## config.mk

```make
export PLATFORM = sky130hd
export DESIGN_NAME = reg_file
export DESIGN_NICKNAME = d
export VERILOG_FILES = /design/src/rtl/reg_file_pkg.sv /design/src/rtl/reg_file_read_port.sv /design/src/rtl/reg_file.sv
export SDC_FILE = /design/constraint.sdc
export NUM_CORES = 2
export LEC_CHECK = 0
export BUFFER_PORTS_ARGS = -buffer_cell sky130_fd_sc_hd__buf_2
export CORE_ASPECT_RATIO = 0.75
export CORE_UTILIZATION = 55
export DETAILED_ROUTE_END_ITERATION = 6
export HOLD_SLACK_MARGIN = 0.03
export PLACE_DENSITY = 0.71
export RECOVER_POWER = 25
export SLEW_MARGIN = 0
export SYNTH_ARGS = -nofsm -noshare
export SYNTH_HDL_FRONTEND = slang
export SYNTH_SLANG_ARGS = --single-unit
```

## constraint.sdc

```tcl
create_clock -name clock -period 2.55 [get_ports clock]
set_input_delay 0.3825 -clock clock [delete_from_list [all_inputs] [get_ports clock]]
set_output_delay 0.3825 -clock clock [all_outputs]
set_load 0.1 [all_outputs]
```

## src/rtl/reg_file_pkg.sv

```systemverilog
// Shared widths, zero-register constant and data/address types for the register file.
// Optional feature macro: REG_FILE_BYPASS_EN (write-through forwarding on the read ports).
package reg_file_pkg;

  localparam int unsigned DATA_W_DEFAULT = 32;
  localparam int unsigned ADDR_W_DEFAULT = 5;
  localparam int unsigned DEPTH_DEFAULT  = 2 ** ADDR_W_DEFAULT;
  localparam int unsigned ZERO_REG       = 0;

  typedef logic [DATA_W_DEFAULT-1:0] data_t;
  typedef logic [ADDR_W_DEFAULT-1:0] addr_t;

  // True when an address targets a writable register.
  function automatic logic is_writable(input addr_t addr);
    return addr != addr_t'(ZERO_REG);
  endfunction

endpackage

```

## src/rtl/reg_file_read_port.sv

```systemverilog
// One combinational read port: address mux, zero-register check and optional forwarding.
// Forwarding of the in-flight write is compiled in only when REG_FILE_BYPASS_EN is defined.
module reg_file_read_port
  import reg_file_pkg::*;
#(
  parameter int unsigned DATA_W = DATA_W_DEFAULT,
  parameter int unsigned ADDR_W = ADDR_W_DEFAULT,
  parameter int unsigned DEPTH  = 2 ** ADDR_W
) (
  input  logic [DEPTH-1:0][DATA_W-1:0] regs,
  input  logic [ADDR_W-1:0]            ra,
`ifdef REG_FILE_BYPASS_EN
  input  logic                         we,
  input  logic [ADDR_W-1:0]            wa,
  input  logic [DATA_W-1:0]            wd,
`endif
  output logic [DATA_W-1:0]            rd
);

  logic ra_is_zero;

  assign ra_is_zero = (ra == ADDR_W'(ZERO_REG));

`ifdef REG_FILE_BYPASS_EN
  logic fwd_hit;

  // A write to register 0 is discarded, so it must never be forwarded either.
  assign fwd_hit = we && (wa != ADDR_W'(ZERO_REG)) && (wa == ra);

  always_comb begin
    rd = '0;
    if (ra_is_zero) begin
      rd = '0;
    end else if (fwd_hit) begin
      rd = wd;
    end else begin
      rd = regs[ra];
    end
  end
`else
  always_comb begin
    rd = '0;
    if (!ra_is_zero) begin
      rd = regs[ra];
    end
  end
`endif

endmodule

```

## src/rtl/reg_file.sv

```systemverilog
// Register file with two combinational read ports, one write port and a hardwired-zero r0.
// Define REG_FILE_BYPASS_EN to forward same-cycle write data onto matching read ports.
module reg_file
  import reg_file_pkg::*;
#(
  parameter int unsigned DATA_W = DATA_W_DEFAULT,
  parameter int unsigned ADDR_W = ADDR_W_DEFAULT
) (
  input  logic              clock,
  input  logic              reset_n,
  input  logic              we3,
  input  logic [ADDR_W-1:0] ra1,
  input  logic [ADDR_W-1:0] ra2,
  input  logic [ADDR_W-1:0] wa3,
  input  logic [DATA_W-1:0] wd3,
  output logic [DATA_W-1:0] rd1,
  output logic [DATA_W-1:0] rd2
);

  localparam int unsigned DEPTH = 2 ** ADDR_W;

  // r0 has no storage; only registers 1..DEPTH-1 are flops.
  logic [DEPTH-1:1][DATA_W-1:0] regs_q;
  logic [DEPTH-1:0][DATA_W-1:0] regs_view;
  logic [DEPTH-1:1]             wr_sel;

  always_comb begin
    wr_sel = '0;
    for (int i = 1; i < DEPTH; i++) begin
      wr_sel[i] = we3 && (wa3 == ADDR_W'(i));
    end
  end

  always_ff @(posedge clock or negedge reset_n) begin
    if (!reset_n) begin
      regs_q <= '0;
    end else begin
      for (int i = 1; i < DEPTH; i++) begin
        if (wr_sel[i]) begin
          regs_q[i] <= wd3;
        end
      end
    end
  end

  assign regs_view = {regs_q, {DATA_W{1'b0}}};

  reg_file_read_port #(
    .DATA_W (DATA_W),
    .ADDR_W (ADDR_W),
    .DEPTH  (DEPTH)
  ) u_read_port1 (
    .regs (regs_view),
    .ra   (ra1),
`ifdef REG_FILE_BYPASS_EN
    .we   (we3),
    .wa   (wa3),
    .wd   (wd3),
`endif
    .rd   (rd1)
  );

  reg_file_read_port #(
    .DATA_W (DATA_W),
    .ADDR_W (ADDR_W),
    .DEPTH  (DEPTH)
  ) u_read_port2 (
    .regs (regs_view),
    .ra   (ra2),
`ifdef REG_FILE_BYPASS_EN
    .we   (we3),
    .wa   (wa3),
    .wd   (wd3),
`endif
    .rd   (rd2)
  );

endmodule

```

==> results.json <==
{
  "regMostFlops": "regs_q",
  "syn_area_um2": 53200,
  "synth_most_common_cell": "mux2_2",
  "worstHoldStart": "wd3[10]",
  "grt_pass1_vias": 39100,
  "cp_cell_sequence": "mux4_2 > nor2b_1 > a211oi_2 > buf_4 > nor4_4 > buf_12 > buf_12",
  "critical_path_class": "register to output pin",
  "final-setup-viol-count": 64,
  "path_common_cell": "buf_12",
  "fin_crit_ns": 2.86,
  "reg2reg_to": "regs_q[463]$_DFFE_PN0P_",
  "arrival_ns": 2.47,
  "synth-edff-count": 0,
  "place_inst": 5463,
  "cp_num_buf_inv": 3,
  "whs_endpoint": "regs_q[554]$_DFFE_PN0P_",
  "drt_iter0_markers": 4362,
  "num_vias": 38700,
  "r2r_start": "regs_q[463]$_DFFE_PN0P_",
  "wl_per_cell_um": 31.1,
  "num_rows": 98,
  "max_freq_mhz": 350,
  "cts_max_level": 3,
  "ios": 114,
  "gp_congestion": 0.889,
  "synth.area.top_cells": "dfrtp_1 47%, mux2_2 22%, mux2i_1 12%, mux4_2 5.5%, o22ai_1 3.0%",
  "startpoint_type": "register",
  "detail_route.drc_violations": 0,
  "finalNonFillerCells": 5687,
  "cts_buffers": 101,
  "synth.avg_cell_area_um2": 13.1,
  "worstHoldPathType": "input pin to register",
  "insertion_delay_ns": 0.70,
  "ys_ff_latch": 992,
  "dominantRegCellSynth": "dfrtp_1",
  "yosysWarnings": 0,
  "cts_tree": "yes",
  "holdPathStages": 2,
  "cts.sinks": 992,
  "status": "finished with violations",
  "die_x_um": 361,
  "cp_max_fo": 3,
  "critPathMaxStageDelay_ns": 0.45,
  "ir_drop_mv": 0.533,
  "ys_seq_area_share_pct": 46.6,
  "p_leak_nw": 29.4,
  "port_buffers": 113,
  "synth_cells": 4058,
  "hpwl_mm": 112,
  "dieArea_um2": 98100,
  "start_util_pct": 55.7,
  "vias_per_cell": 6.81,
  "slowest_stage": "mux4_2",
  "grt_max_degree": 107,
  "root_buffer": "clkbuf_16",
  "ant_nets": 0,
  "synth.top_cell.area_share_pct": 46.6,
  "tightest_slew_ns": 1.47,
  "async_reset_ff_share_pct": 100,
  "reg2reg_slack_ns": 1.53,
  "fin_nets": 4399,
  "reg_top3": "regs_q (992)",
  "path_delay_family": "buffers and inverters",
  "synth_commonest_cells": "1017 x mux2_2, 992 x dfrtp_1, 638 x mux2i_1, 256 x o22ai_1, 221 x clkbuf_1",
  "largest_reg_flops": 992,
  "setup_ws_ns": -0.307,
  "post-route-util_pct": 68.3,
  "gr-total-overflow": 0,
  "grt_pass1_wl_mm": 264,
  "synth_largest_area_cell": "dfrtp_1",
  "antenna_found_initial": 10,
  "crit_path_end_kind": "output pin",
  "hold_viol_final": 0,
  "dr.pass1.iters": 6,
  "rsz0062_at_grt": "true",
  "finalPower_mw": 50.0,
  "clk_path_buf_depth": 3,
  "maxCapViolCount": 0,
  "violations": "setup timing",
  "drv_slew": 0,
  "slew_headroom_pct": 2.23,
  "whs_ns": 0.310,
  "core_um2": 95600,
  "rr_worst_depth": 3,
  "p_per_area_nw_per_um2": 765,
  "fin_crit_sh_pct": 112,
  "wl_mm": 177,
  "clock-skew-final_ns": 0,
  "area_growth_syn_to_layout_pct": 22.7,
  "clk_pin_slew_ns": 0.06,
  "grtUsageTotal_pct": 36.3,
  "worstPathRequired_ns": 2.17,
  "layout-drive-gt1-share_pct": 50.7,
  "synth.distinct_cells": 35,
  "die_h_um": 271,
  "syn_nets": 4108
}
[cell usage in the layout (no fill, tap or decap), drive strengths merged, types with 32 or more instances in the layout]
| master | n |
|---|---|
| buf | 596 |
| o22ai | 256 |
| a21oi | 32 |
| nor4 | 33 |
| a22oi | 64 |
| dfrtp | 992 |
| nor3 | 162 |
| clkbuf | 173 |
| mux2 | 1056 |
| a211oi | 34 |
| nor2b | 41 |
| mux2i | 638 |
| mux4 | 129 |
| a221o | 63 |
[where the power goes]
part / switching, mW / internal, mW
Clock: 6.52 / 9.66
Sequential: 2.46 / 18.8
Combinational: 6.04 / 6.47
[per-layer routing]
metal | share of wire, % | vias up | global-route usage (%)
met5 | 0.019 | - | 0
met4 | 3.7 | 4 | 13.0
met3 | 9.0 | 393 | 8.09
met2 | 44 | 1817 | 53.2
met1 | 44 | 20400 | 52.9
li1 | - | 16100 | -
[metrics by stage]
step | area (µm²) | setup TNS [ns] | setup WS (ns)
after floorplan | 55300 | -6.71 | -0.207
after global placement | 60500 | -7.41 | -0.354
after detailed placement | 60500 | -8.23 | -0.381
after CTS | 65200 | -12.36 | -0.307
after global routing | 65300 | -22.90 | -0.361
final | 65300 | -10.86 | -0.307
[layout make-up]
| cell class | instances | area [µm²] |
|---|---|---|
| fillers | 6672 | 30300 |
| multi-input cells | 2631 | 28700 |
| flip-flops and latches | 992 | 24800 |
| repair buffers | 623 | 6640 |
| clock buffers | 150 | 3050 |
| well taps | 1250 | 1560 |
| clock inverters | 36 | 563 |
| diodes | 5 | 12.5 |
[repair_timing]
action	4_1_cts	5_1_grt
cloned	3	0
endpoints found under the setup margin	64	64
endpoints found under the hold margin	119	0
setup buffers	31	12
pin swaps	74	16
resized for setup	203	31
hold buffers	1	0
[cells by family after synthesis]
logic type,share of synthesized area [%]
buf+inv,3.79
mux,39.8
simple gates,3.02
compound gates,6.76
flops,46.6
[how the worst max path moves through the flow]
stage,startpoint,end,slack [ns],depth (start not counted)
after floorplan,ra2[2],rd2[31],-0.21,6
after global placement,ra1[2],rd1[9],-0.35,11
after detailed placement,ra1[2],rd1[9],-0.38,11
after CTS,regs_q[470]$_DFFE_PN0P_,rd2[22],-0.31,6
after global routing,regs_q[252]$_DFFE_PN0P_,rd1[28],-0.36,7
final,regs_q[284]$_DFFE_PN0P_,rd1[28],-0.31,7
No activity file was read; power rests on OpenSTA's default activity.
